--- src/rtl/uart_pkg.sv ---
`default_nettype none
// ---------------------------------------------------------------------------
// uart_pkg : FSM state encoding and counter-width helpers for uart_serial
// Revision : 1.0
// ---------------------------------------------------------------------------
package uart_pkg;

  typedef enum logic [1:0] {
    IDLE  = 2'd0,
    START = 2'd1,
    DATA  = 2'd2,
    STOP  = 2'd3
  } uart_state_t;

  function automatic int bit_cnt_w(input int data_w);
    return $clog2(data_w + 1);
  endfunction

  function automatic int baud_cnt_w(input int clk_div);
    return $clog2(clk_div);
  endfunction

endpackage
`default_nettype wire

--- src/rtl/uart_fifo.sv ---
`default_nettype none
// ---------------------------------------------------------------------------
// uart_fifo : first-word-fall-through FIFO, binary pointers with a wrap bit
// Revision  : 1.0
// ---------------------------------------------------------------------------
module uart_fifo #(
  parameter int WIDTH = 8,
  parameter int DEPTH = 8
) (
  input  logic             clk,
  input  logic             reset_n,
  input  logic             push,
  input  logic             pop,
  input  logic [WIDTH-1:0] wdata,
  output logic [WIDTH-1:0] rdata,
  output logic             full,
  output logic             empty
);

  localparam int AW = $clog2(DEPTH);

  logic [AW:0]      wr_ptr_q, wr_ptr_d;
  logic [AW:0]      rd_ptr_q, rd_ptr_d;
  logic [WIDTH-1:0] mem_q [DEPTH];
  logic             do_push, do_pop;

  // A pop frees a slot in the same cycle, so a push on a full FIFO still lands.
  always_comb begin
    empty    = (wr_ptr_q == rd_ptr_q);
    full     = (wr_ptr_q[AW] != rd_ptr_q[AW]) && (wr_ptr_q[AW-1:0] == rd_ptr_q[AW-1:0]);
    do_pop   = pop && !empty;
    do_push  = push && (!full || do_pop);
    wr_ptr_d = wr_ptr_q + {{AW{1'b0}}, do_push};
    rd_ptr_d = rd_ptr_q + {{AW{1'b0}}, do_pop};
    rdata    = mem_q[rd_ptr_q[AW-1:0]];
  end

  always_ff @(posedge clk or negedge reset_n) begin
    if (!reset_n) begin
      wr_ptr_q <= '0;
      rd_ptr_q <= '0;
    end else begin
      wr_ptr_q <= wr_ptr_d;
      rd_ptr_q <= rd_ptr_d;
    end
  end

  always_ff @(posedge clk) begin
    if (do_push) mem_q[wr_ptr_q[AW-1:0]] <= wdata;
  end

endmodule
`default_nettype wire

--- src/rtl/uart_serial.sv ---
`default_nettype none
// ---------------------------------------------------------------------------
// uart_serial : FIFO-buffered serial UART with strobe-driven CPU interface.
//               Define UART_LOOPBACK_EN to feed the receiver from txd.
// Revision    : 1.0
// ---------------------------------------------------------------------------
module uart_serial
  import uart_pkg::*;
#(
  parameter int DATA_W     = 8,
  parameter int CLK_DIV    = 16,
  parameter int FIFO_DEPTH = 8
) (
  input  logic              clk,
  input  logic              reset_n,
  input  logic [DATA_W-1:0] indata,
  input  logic              TX_n,
  input  logic              RD_n,
  output logic [DATA_W-1:0] outdata,
  input  logic              err_clr,
  output logic              txd,
  input  logic              rxd,
  output logic              rx_ready,
  output logic              tx_full,
  output logic              tx_busy,
  output logic              rx_overrun,
  output logic              tx_overflow,
  output logic              frame_err
);

  localparam int BIT_W  = bit_cnt_w(DATA_W);
  localparam int BAUD_W = baud_cnt_w(CLK_DIV);
  localparam logic [BAUD_W-1:0] BAUD_LAST = BAUD_W'(CLK_DIV - 1);
  localparam logic [BAUD_W-1:0] BAUD_HALF = BAUD_W'(CLK_DIV / 2 - 1);
  localparam logic [BIT_W-1:0]  BIT_LAST  = BIT_W'(DATA_W - 1);

  logic              tx_n_q, rd_n_q, wr_ev, rd_ev;
  logic              tx_pop, tx_empty;
  logic [DATA_W-1:0] tx_rdata;
  logic              rx_push, rx_full, rx_empty;
  logic [DATA_W-1:0] rx_rdata;
  logic              rx_src, sync1_q, sync2_q, rx_last_q;
  logic              frame_set;

  uart_state_t       tx_state_q, tx_state_d, rx_state_q, rx_state_d;
  logic [BAUD_W-1:0] tx_baud_q, tx_baud_d, rx_baud_q, rx_baud_d;
  logic [BIT_W-1:0]  tx_bit_q, tx_bit_d, rx_bit_q, rx_bit_d;
  logic [DATA_W-1:0] tx_shift_q, tx_shift_d, rx_shift_q, rx_shift_d;
  logic [DATA_W-1:0] outdata_q, outdata_d;
  logic              txd_q, txd_d;
  logic              rx_overrun_q, rx_overrun_d;
  logic              tx_overflow_q, tx_overflow_d;
  logic              frame_err_q, frame_err_d;

  assign wr_ev = tx_n_q & ~TX_n;
  assign rd_ev = rd_n_q & ~RD_n;

`ifdef UART_LOOPBACK_EN
  assign rx_src = txd_q;
`else
  assign rx_src = rxd;
`endif

  uart_fifo #(.WIDTH(DATA_W), .DEPTH(FIFO_DEPTH)) u_tx_fifo (
    .clk(clk), .reset_n(reset_n), .push(wr_ev), .pop(tx_pop),
    .wdata(indata), .rdata(tx_rdata), .full(tx_full), .empty(tx_empty)
  );

  uart_fifo #(.WIDTH(DATA_W), .DEPTH(FIFO_DEPTH)) u_rx_fifo (
    .clk(clk), .reset_n(reset_n), .push(rx_push), .pop(rd_ev),
    .wdata(rx_shift_d), .rdata(rx_rdata), .full(rx_full), .empty(rx_empty)
  );

  // Transmitter: a new frame starts in the cycle STOP ends, so queued bytes go out gap-free.
  always_comb begin
    tx_state_d = tx_state_q;
    tx_baud_d  = tx_baud_q + 1'b1;
    tx_bit_d   = tx_bit_q;
    tx_shift_d = tx_shift_q;
    tx_pop     = 1'b0;
    case (tx_state_q)
      IDLE: begin
        tx_baud_d = '0;
        if (!tx_empty) begin
          tx_pop     = 1'b1;
          tx_shift_d = tx_rdata;
          tx_state_d = START;
        end
      end
      START: if (tx_baud_q == BAUD_LAST) begin
        tx_baud_d  = '0;
        tx_bit_d   = '0;
        tx_state_d = DATA;
      end
      DATA: if (tx_baud_q == BAUD_LAST) begin
        tx_baud_d  = '0;
        tx_shift_d = tx_shift_q >> 1;
        tx_bit_d   = tx_bit_q + 1'b1;
        if (tx_bit_q == BIT_LAST) tx_state_d = STOP;
      end
      STOP: if (tx_baud_q == BAUD_LAST) begin
        tx_baud_d  = '0;
        tx_state_d = IDLE;
        if (!tx_empty) begin
          tx_pop     = 1'b1;
          tx_shift_d = tx_rdata;
          tx_state_d = START;
        end
      end
      default: tx_state_d = IDLE;
    endcase
    txd_d = (tx_state_d == START) ? 1'b0 :
            (tx_state_d == DATA)  ? tx_shift_d[0] : 1'b1;
  end

  // Receiver: all sampling uses sync2_q; rx_last_q only detects the start edge.
  always_comb begin
    rx_state_d = rx_state_q;
    rx_baud_d  = rx_baud_q + 1'b1;
    rx_bit_d   = rx_bit_q;
    rx_shift_d = rx_shift_q;
    rx_push    = 1'b0;
    frame_set  = 1'b0;
    case (rx_state_q)
      IDLE: begin
        rx_baud_d = '0;
        if (rx_last_q && !sync2_q) rx_state_d = START;
      end
      START: if (rx_baud_q == BAUD_HALF) begin
        rx_baud_d  = '0;
        rx_bit_d   = '0;
        rx_state_d = sync2_q ? IDLE : DATA;
      end
      DATA: if (rx_baud_q == BAUD_LAST) begin
        rx_baud_d  = '0;
        rx_shift_d = {sync2_q, rx_shift_q[DATA_W-1:1]};
        rx_bit_d   = rx_bit_q + 1'b1;
        if (rx_bit_q == BIT_LAST) rx_state_d = STOP;
      end
      STOP: if (rx_baud_q == BAUD_LAST) begin
        rx_baud_d  = '0;
        rx_state_d = IDLE;
        rx_push    = sync2_q;
        frame_set  = !sync2_q;
      end
      default: rx_state_d = IDLE;
    endcase
  end

  always_comb begin
    outdata_d     = (rd_ev && !rx_empty) ? rx_rdata : outdata_q;
    tx_overflow_d = (tx_overflow_q & ~err_clr) | (wr_ev & tx_full & ~tx_pop);
    rx_overrun_d  = (rx_overrun_q & ~err_clr) | (rx_push & rx_full & ~rd_ev);
    frame_err_d   = (frame_err_q & ~err_clr) | frame_set;
  end

  always_ff @(posedge clk or negedge reset_n) begin
    if (!reset_n) begin
      tx_n_q        <= 1'b1;
      rd_n_q        <= 1'b1;
      sync1_q       <= 1'b1;
      sync2_q       <= 1'b1;
      rx_last_q     <= 1'b1;
      tx_state_q    <= IDLE;
      tx_baud_q     <= '0;
      tx_bit_q      <= '0;
      tx_shift_q    <= '0;
      txd_q         <= 1'b1;
      rx_state_q    <= IDLE;
      rx_baud_q     <= '0;
      rx_bit_q      <= '0;
      rx_shift_q    <= '0;
      outdata_q     <= '0;
      tx_overflow_q <= 1'b0;
      rx_overrun_q  <= 1'b0;
      frame_err_q   <= 1'b0;
    end else begin
      tx_n_q        <= TX_n;
      rd_n_q        <= RD_n;
      sync1_q       <= rx_src;
      sync2_q       <= sync1_q;
      rx_last_q     <= sync2_q;
      tx_state_q    <= tx_state_d;
      tx_baud_q     <= tx_baud_d;
      tx_bit_q      <= tx_bit_d;
      tx_shift_q    <= tx_shift_d;
      txd_q         <= txd_d;
      rx_state_q    <= rx_state_d;
      rx_baud_q     <= rx_baud_d;
      rx_bit_q      <= rx_bit_d;
      rx_shift_q    <= rx_shift_d;
      outdata_q     <= outdata_d;
      tx_overflow_q <= tx_overflow_d;
      rx_overrun_q  <= rx_overrun_d;
      frame_err_q   <= frame_err_d;
    end
  end

  assign txd         = txd_q;
  assign outdata     = outdata_q;
  assign rx_ready    = ~rx_empty;
  assign tx_busy     = ~tx_empty | (tx_state_q != IDLE);
  assign tx_overflow = tx_overflow_q;
  assign rx_overrun  = rx_overrun_q;
  assign frame_err   = frame_err_q;

endmodule
`default_nettype wire

--- config.mk ---
export PLATFORM = sky130hd
export DESIGN_NAME = uart_serial
export DESIGN_NICKNAME = d
export VERILOG_FILES = /design/src/rtl/uart_pkg.sv /design/src/rtl/uart_fifo.sv /design/src/rtl/uart_serial.sv
export SDC_FILE = /design/constraint.sdc
export NUM_CORES = 1
export LEC_CHECK = 0
export ABC_AREA = 1
export ABC_CLOCK_PERIOD_IN_PS = 3700
export BUFFER_PORTS_ARGS = -buffer_cell sky130_fd_sc_hd__buf_2
export CORE_MARGIN = 1
export CORE_UTILIZATION = 66
export CTS_CLUSTER_SIZE = 14
export DETAILED_ROUTE_END_ITERATION = 6
export GPL_TIMING_DRIVEN = 0
export PLACE_DENSITY = 0.81
export SYNTH_ARGS = -nofsm -noshare
export SYNTH_HDL_FRONTEND = slang
export SYNTH_SLANG_ARGS = --single-unit
--- constraint.sdc ---
create_clock -name clk -period 3.7 [get_ports clk]
set_input_delay 1.11 -clock clk [delete_from_list [all_inputs] [get_ports clk]]
set_output_delay 1.11 -clock clk [all_outputs]
set_load 0.05 [all_outputs]
-- Word level (Yosys, flattened, before mapping)
Memories as Yosys holds them, arrays and structs flattened. A register that Yosys moved wholly into a read port is not among the register bits.
Index checks and enable logic that the tools add are counted.
- memories kept: 2
- bits in registers: 61
- output and inout port bits: 15
- bits of input ports: 14
- word-level logic and storage cells: 150
- RAM bits: 128
- reduce and logical (&&, ||, !) cells: 27
- equality and inequality tests: 27
- muxes and demuxes: 44
- bitwise gates (word level): 20
- add/sub/neg operators: 8
- memories (name ; words ; width ; read ports ; clocked after Yosys merged registers in ; wr ports ; line ; source):
    u_rx_fifo.mem_q ; 8 ; 8 ; 1 ; 1 ; 1 ; uart_fifo.sv:24 ; logic [WIDTH-1:0] mem_q [DEPTH];
    u_tx_fifo.mem_q ; 8 ; 8 ; 1 ; 0 ; 1 ; uart_fifo.sv:24 ;
- operators by type and width (operator ; number):
    8-bit two-way mux ; 5
    4-bit two-way mux ; 7
    4-bit case mux with 2 select lines ; 3
    8-bit case mux with 3 select lines ; 1
    2-bit two-way mux ; 11
    4-bit by 1-bit adder with 4-bit output ; 4
    4-bit by 1-bit adder with 4-bit output (second input constant) ; 4
    2-bit != test (second input constant) ; 8
    2-bit case mux with 4 select lines ; 2
    1-bit two-way mux ; 13
    4-bit by 3-bit equality test with 1-bit output (second input constant) ; 3
    4-bit case mux with 3 select lines ; 1
    2-bit equality test (second input constant) ; 5
    1-bit bitwise AND ; 9
    3-bit AND reduction ; 3
    4-bit equality test ; 2
    4-bit equality test (second input constant) ; 2
    1-bit logical AND ; 7
    1-bit inverter ; 7
    2-bit by 1-bit equality test with 1-bit output (second input constant) ; 3
    3-bit equality test ; 2
    1-bit logical NOT ; 6
    2-bit nonzero test ; 3
    5-bit AND reduction ; 1
    8 further kinds ; 14

-- Longest topological paths before layout
Gate-level depths: netlist of run 1.
- depth in word-level cells: 9
- gate-level depth with buffers: 12
- mapped depth without buffers: 11

-- Cells and area by module
A second synthesis of run 1 with hierarchy kept.
- cells, all modules: 771
- area total of the unflattened synthesis: 8461.9 um2
- by module, submodules not included (module ; area an instance (um2) ; times used ; cells an instance):
    uart_fifo ; 2940.3 ; 2 ; 239
    uart_serial ; 2581.2 ; 1 ; 293

-- Worst setup path before layout of run 1
OpenSTA, ideal clock, no wires.
- path type: reg2out
- from: register u_tx_fifo.rd_ptr_q[1]
- to: output tx_busy
- path buffers: 1
- arrival: 1341 ps
- stages on the path, launching flop included: 9
- path slack: 1249 ps
- cell sequence: dfrtp_1 > buf_4 > inv_2 > nand2_1 > nand2_1 > nor2_1 > nand2_1 > inv_1 > nand2_1
- cells in the longest elaborated chain, start to end: 3
- RTL lines (element ; line ; source):
    from (decl) ; uart_fifo.sv:23 ; logic [AW:0] rd_ptr_q, rd_ptr_d;
    from (signal assigned) ; uart_fifo.sv:44 ; rd_ptr_q <= rd_ptr_d;
    4-bit equality test ; uart_fifo.sv:29 ; empty = (wr_ptr_q == rd_ptr_q);
    1-bit inverter ; uart_serial.sv:202 ; assign tx_busy = ~tx_empty | (tx_state_q != IDLE);
    1-bit OR ; uart_serial.sv:202 ;
    to (decl) ; uart_serial.sv:25 ; output logic tx_busy,
No other way between the ends.

-- Worst setup path in the final report of run 1
- from: register u_tx_fifo.rd_ptr_q[0]
- to: output tx_busy
The elaborated chain is that of the path after synthesis.

==> results.sh, run 1 <==
export IMPL_fmax_mhz=305.3
export IMPL_yosysWarnings=0
export IMPL_ioPinCount=29
export IMPL_drc=0
export IMPL_setup_worst_path_end_class="primary output"
export IMPL_gp_congestion=0.7951
export IMPL_synthXorXnorAreaFrac=0.01588
export IMPL_cts_tree="done"
export IMPL_yosysTopAreaCell="edfxtp_1"
export IMPL_dpl_cell_count=951
export IMPL_cts_path_max_buffers=2
export IMPL_nets=833
export IMPL_layout_drive_gt1_share=0.1043
export IMPL_slowest_stage="dfrtp_1"
export IMPL_critPathArrivalTime_ps=2170
export IMPL_slowest_delay_ps=360
export IMPL_grt_max_degree=70
export IMPL_synth_simple_area_share=0.1653
export IMPL_path_buf_inv=4
export IMPL_clk_latency_ps=440
export IMPL_syn_inst=755
export IMPL_cp_start_kind="flop"
export IMPL_antenna_found_initial=0
export IMPL_fillCellCount=779
export IMPL_dp_hpwl_um=11060
export IMPL_worst_pin_slew_ps=1145
export IMPL_syn_cell_area_um2=8272
export IMPL_fin_ws_ps=425.0
export IMPL_antennaDiodeCount=0
export IMPL_r2r_end="u_tx_fifo.mem_q[4][1]"
export IMPL_cp_top_family="buffers and inverters"
export IMPL_skew_ps=8.669
export IMPL_required_ps=2590
export IMPL_final_cells=983
export IMPL_cpMostUsedCell="nand2_1"
export IMPL_ant_nets=0
export IMPL_rsz0062_at_grt="no"
export IMPL_ys_async_sr_fraction=0.3503
export IMPL_cts_repair_resized=0
export IMPL_peakVddDrop_mv=0.6846
export IMPL_internal_power_mw=3.879
export IMPL_slew_violations=0
export IMPL_crit_chain="buf_2, inv_2, nand2_1, nand2_1, nor2_1, nand2_1, inv_1, nand2_1, buf_2"
export IMPL_synth_main_ff_cell="edfxtp_1"
export IMPL_r2r_start="tx_baud_q[0]"
export IMPL_avgSynthCellArea_um2=10.96
export IMPL_overflow=0
export IMPL_finalSetupViolCount=0
export IMPL_grt_total_usage=0.2790
export IMPL_routed_wl_um=16800
export IMPL_syn_num_nets=786
export IMPL_portBuffers=28
export IMPL_ys_seq_area_frac=0.6743
export IMPL_switching_share=0.3207
export IMPL_dieArea_um2=12980
export IMPL_seq_power_share=0.461
export IMPL_cts_sinks=197
export IMPL_synth_compound_area_frac=0.07003
export IMPL_vias_per_cell=5.786
export IMPL_holdPathStages=0
export IMPL_hold_viol_final=0
export IMPL_area_growth_pct=11.51
export IMPL_r2r_setup_slack_ps=700
export IMPL_post_route_min_period_ps=3275
export IMPL_synth_top_family_by_area="simple AND/OR/NAND/NOR gates"
export IMPL_cap_viol_max_count=0
export IMPL_drt_iter0_markers=563
export IMPL_r2r_cells=10
export IMPL_synthAdderAreaFrac=0.02571
export IMPL_combPwrFrac=0.216
export IMPL_die_x_um=114.0
export IMPL_finalSetupTns_ps=0
export IMPL_crit_fanout=7
export IMPL_die_h_um=114.0
export IMPL_grt_pass1_vias=5665
export IMPL_hold_path_class="flop to flop"
export IMPL_wire_per_inst_um=17.09
export IMPL_core_region_area_um2=12110
export IMPL_cts_root_buf="clkbuf_16"
export IMPL_crit_type="flop to primary output"
export IMPL_crit_cells=9
export IMPL_yosys_register_bits=197
export IMPL_synth_top_area_frac=0.4647
export IMPL_muxShareOfSynthArea=0.009681
export IMPL_num_rows=40
export IMPL_synth_most_common_cell="nand2_1"
export IMPL_power_switching_mw=1.831
export IMPL_synth_area_leaders="edfxtp_1, dfrtp_1, nand2_1"
export IMPL_finalCritPeriodShare=0.8851
export IMPL_whs_endpoint="sync2_q"
export IMPL_grt_pass1_wl_um=26960
export IMPL_clk_pin_slew_ps=70
export IMPL_initial_core_util=0.6830
export IMPL_vias=5688
export IMPL_min_from="sync1_q"
export IMPL_dp_slack_ps=725.6
export IMPL_holdWs_ps=357.6
export IMPL_postCtsHoldBufs=0
export IMPL_p_leak_nw=3.867
export IMPL_powerDensity_nw_per_um2=619.0
export IMPL_clkPwrFrac=0.323
export IMPL_status="completed"
export IMPL_ys_types=33
export IMPL_fin_total_pwr_mw=5.710
export IMPL_synth_edf_count=128
export IMPL_numCtsBuffers=17
export IMPL_slew_limit_headroom=0.2284
export IMPL_detail_route_first_pass_iterations=5
export IMPL_ctsHtreeMaxLevel=4
export IMPL_cts_setup_buffers=0
export IMPL_worstSetupStartpoint="u_tx_fifo.rd_ptr_q[0]"
export IMPL_ys_top_cells_by_count="nand2_1, edfxtp_1, nor2_1"
through the flow:
stage	utilization	area, um^2
after floorplan	-	8272
after global placement	0.7119	8622
after detailed placement	0.7121	8625
after CTS	0.7616	9224
after global routing	0.7616	9224
final	0.7616	9224
sequential cells by signal (all words and copies together) (netlist names), 8 cells and up, named ones only:
register         cells
outdata              8
rx_shift_q           8
tx_shift_q           8
u_rx_fifo.mem_q     64
u_tx_fifo.mem_q     64
area by class of cell:
| type | instances | area [um^2] | area share |
|---|---|---|---|
| clock inverters | 15 | 173.9 | 0.01886 |
| inverters | 57 | 214.0 | 0.02320 |
| multi-input cells | 476 | 2371 | 0.2571 |
| repair buffers | 28 | 142.6 | 0.01546 |
| plain buffers | 25 | 108.9 | 0.01180 |
| clock buffers | 17 | 425.4 | 0.04612 |
| well taps | 168 | 210.2 | 0.02279 |
| flip-flops and latches | 197 | 5578 | 0.6047 |
worst max-delay path by stage:
stage / slack [ps] / end
final: 420 / tx_busy
after global routing: 310 / tx_busy
after CTS: 440 / tx_busy
after detailed placement: 730 / u_tx_fifo.mem_q[4][3]
after global placement: 790 / u_rx_fifo.mem_q[6][3]
after floorplan: 1250 / tx_busy
kinds of logic (layout without fill, tap and decap cells):
kind of cell | Yosys count | after routing
AOI/OAI and AO/OA | 103 | 103
xor gates and xnor gates | 15 | 15
adders and majority gates | 17 | 17
buffers and inverters | 82 | 142
DFF | 197 | 197
muxes | 8 | 8
and+or+nand+nor | 333 | 333
placed cells by master, fill, tap and decap left out, drive strengths merged, types with 2 or more instances in the layout:
| cell type | Yosys | layout |
|---|---|---|
| clkinv | 0 | 7 |
| nand4 | 5 | 5 |
| bufinv | 0 | 2 |
| edfxtp | 128 | 128 |
| dfstp | 6 | 6 |
| clkbuf | 17 | 34 |
| xnor2 | 5 | 5 |
| o22ai | 9 | 9 |
| nand2 | 173 | 173 |
| clkinvlp | 0 | 2 |
| a21oi | 9 | 9 |
| a211oi | 2 | 2 |
| o21ai | 64 | 64 |
| nor3 | 7 | 7 |
| inv | 57 | 61 |
| a31oi | 13 | 13 |
| ha | 17 | 17 |
| nand3 | 61 | 61 |
| dfrtp | 63 | 63 |
| buf | 8 | 36 |
| xor2 | 10 | 10 |
| o211ai | 3 | 3 |
| mux2i | 8 | 8 |
| nor2 | 86 | 86 |
per-layer routing:
metal,GRT usage,wire length [um]
met3,0.06642,1241
met4,0.1437,351
met2,0.4412,8241
met1,0.3640,6969
met5,0,0
worst reg2reg max path, cell delays in order, from the launching register on:
cell and delay [ps]:
dfrtp_1 380, ha_1 200, nand2_1 100, nor2_4 180, inv_2 100, o21bai_4 240
inv_2 60, o21ai_1 300, and2b_2 250, nand2_2 80, nor2_1 730
power groups by stage:
stage	clock network, mW	registers [mW]	logic (mW)
final	1.84	2.63	1.23
after global routing	1.93	2.65	1.36
after CTS	1.86	2.63	1.22
after detailed placement	0	2.68	1.19
after floorplan	0	2.81	0.719
after global placement	0	2.67	1.15
Power figures use the tool's default switching activity.
==> run 2: changes to the inputs <==
CELL_PAD_IN_SITES_DETAIL_PLACEMENT = 2   (was unset)
CELL_PAD_IN_SITES_GLOBAL_PLACEMENT = 2   (was unset)
CORE_UTILIZATION = 45   (was 66)
GPL_TIMING_DRIVEN = unset   (was 0)
==> run 2 against run 1 <==
Against the previous run:
- critical path depth decreased by 1
- worst hold slack gained 2.0 ps
- largest power group unchanged
- largest cell class unchanged
- combinational power rose by 5%
- critical path type unchanged
==> results.sh, run 2 (synthesis gave the netlist of run 1 again) <==
export IMPL_status="completed"
export IMPL_r2r_setup_slack_ps=510
export IMPL_cap_viol_max_count=0
export IMPL_cts_root_buf="clkbuf_16"
export IMPL_grt_max_degree=70
export IMPL_die_x_um=137.6
export IMPL_antennaDiodeCount=0
export IMPL_overflow=0
export IMPL_cpMostUsedCell="nand2_1"
export IMPL_grt_total_usage=0.2856
export IMPL_ioPinCount=29
export IMPL_cts_sinks=197
export IMPL_clkPwrFrac=0.323
export IMPL_finalCritPeriodShare=0.9764
export IMPL_seq_power_share=0.457
export IMPL_finalSetupTns_ps=0
export IMPL_dp_hpwl_um=17050
export IMPL_fmax_mhz=276.8
export IMPL_final_util=0.5163
export IMPL_vias=5746
export IMPL_ctsHtreeMaxLevel=4
export IMPL_skew_ps=19.95
export IMPL_crit_type="flop to primary output"
export IMPL_crit_fanout=33
export IMPL_detail_route_first_pass_iterations=5
export IMPL_cts_path_max_buffers=2
export IMPL_ant_nets=0
export IMPL_p_leak_nw=3.881
export IMPL_rsz0062_at_grt="no"
export IMPL_dpl_cell_count=1000
export IMPL_required_ps=2590
export IMPL_setup_worst_path_end_class="primary output"
export IMPL_wire_per_inst_um=24.39
export IMPL_antenna_found_initial=0
export IMPL_peakVddDrop_mv=0.5480
export IMPL_final_common_cell="nand2_1"
export IMPL_slowest_stage="dfrtp_1"
export IMPL_drc=0
export IMPL_gp_congestion=0.9093
export IMPL_routed_wl_um=25170
export IMPL_grt_pass1_wl_um=38340
export IMPL_hold_path_class="flop to flop"
export IMPL_initial_core_util=0.4605
export IMPL_holdWs_ps=359.6
export IMPL_drt_iter0_markers=345
export IMPL_postCtsHoldBufs=0
export IMPL_crit_chain="inv_2, nand2_1, nand2_1, nor2_1, nand2_1, inv_1, nand2_1, buf_2"
export IMPL_nets=821
export IMPL_area_growth_pct=12.13
export IMPL_powerDensity_nw_per_um2=630.1
export IMPL_final_cells=1032
export IMPL_critPathArrivalTime_ps=2500
export IMPL_cts_tree="done"
export IMPL_dieArea_um2=18930
export IMPL_combPwrFrac=0.220
export IMPL_finalSetupViolCount=0
export IMPL_clk_pin_slew_ps=70
export IMPL_grt_pass1_vias=6359
export IMPL_vias_per_cell=5.568
export IMPL_die_h_um=137.6
export IMPL_portBuffers=28
export IMPL_layout_common_cells="nand2_1, edfxtp_1, nor2_1"
export IMPL_switching_share=0.3462
export IMPL_worst_pin_slew_ps=961.1
export IMPL_layout_drive_gt1_share=0.1146
export IMPL_slew_limit_headroom=0.3593
export IMPL_numCtsBuffers=17
export IMPL_power_switching_mw=2.023
export IMPL_post_route_min_period_ps=3613
export IMPL_clk_latency_ps=450
export IMPL_internal_power_mw=3.821
export IMPL_core_region_area_um2=17960
export IMPL_cp_start_kind="flop"
export IMPL_slew_violations=0
export IMPL_num_rows=49
export IMPL_slowest_delay_ps=560
export IMPL_hold_viol_final=0
export IMPL_fillCellCount=1815
## run 2: cell count changes in the layout (fill, tap and decap cells not counted), sizes merged
cell      before  now
buf           36   41
inv           61   67
bufinv         2    1
clkinvlp       2    1
clkinv         7    3
clkbuf        34   17
## run 2: cell type report
class	instances	area, um^2	area share
Sequential cell	197	5579	0.6015
Multi-Input combinational cell	476	2371	0.2556
Clock buffer	17	425.4	0.04587
Tap cell	229	286.5	0.03089
Timing Repair Buffer	41	240.2	0.02590
Inverter	57	214.0	0.02307
Clock inverter	15	158.9	0.01713
## run 2: per-stage QoR
| step | total power [mW] | area (um^2) | worst slack (ps) |
|---|---|---|---|
| final | 5.844 | 9275 | 87.18 |
| after CTS | 5.881 | 9275 | 77.65 |
| after floorplan | 3.526 | 8272 | 1249 |
| after global placement | 3.852 | 8690 | 796.3 |
| after detailed placement | 3.978 | 8690 | 540.9 |
| after global routing | 6.086 | 9275 | 16.00 |
## run 2: metal layers
| layer | part of all wire | vias to the layer above | GRT usage |
|---|---|---|---|
| li1 | - | 2648 | - |
| met1 | 0.44 | 2960 | 0.3737 |
| met2 | 0.51 | 104 | 0.4832 |
| met3 | 0.025 | 34 | 0.04415 |
| met4 | 0.023 | 0 | 0.09768 |
| met5 | 0 | - | 0 |
## run 2: path summary, 6_finish.rpt
kind,from,end,cells past startpoint
setup / recovery,u_tx_fifo.rd_ptr_q[0],tx_busy,8
hold / removal,sync1_q,sync2_q,0
setup reg to reg,u_tx_fifo.rd_ptr_q[0],u_tx_fifo.mem_q[0][3],10
hold reg to reg,sync1_q,sync2_q,0
max in group asynchronous,reset_n,u_tx_fifo.rd_ptr_q[1],1
min in group asynchronous,reset_n,tx_bit_q[1],1
## run 2: power by group through the flow
stage | sequential [mW] | combinational, mW | clock [mW]
final | 2.67 | 1.29 | 1.89
after global routing | 2.69 | 1.40 | 1.99
after CTS | 2.67 | 1.29 | 1.91
after detailed placement | 2.71 | 1.26 | 0
after global placement | 2.70 | 1.16 | 0
after floorplan | 2.81 | 0.719 | 0
## run 2: timing repair
action	4_1_cts	5_1_grt
buffers inserted	0	0
endpoints found under the setup margin	1	0
gates resized for setup	1	0
## run 2: critical path, delay by kind of cell, from the launching register on
family / cells / cell delay, ps
buf+inv: 3 / 680
simple gates: 5 / 810
flops: 1 / 560
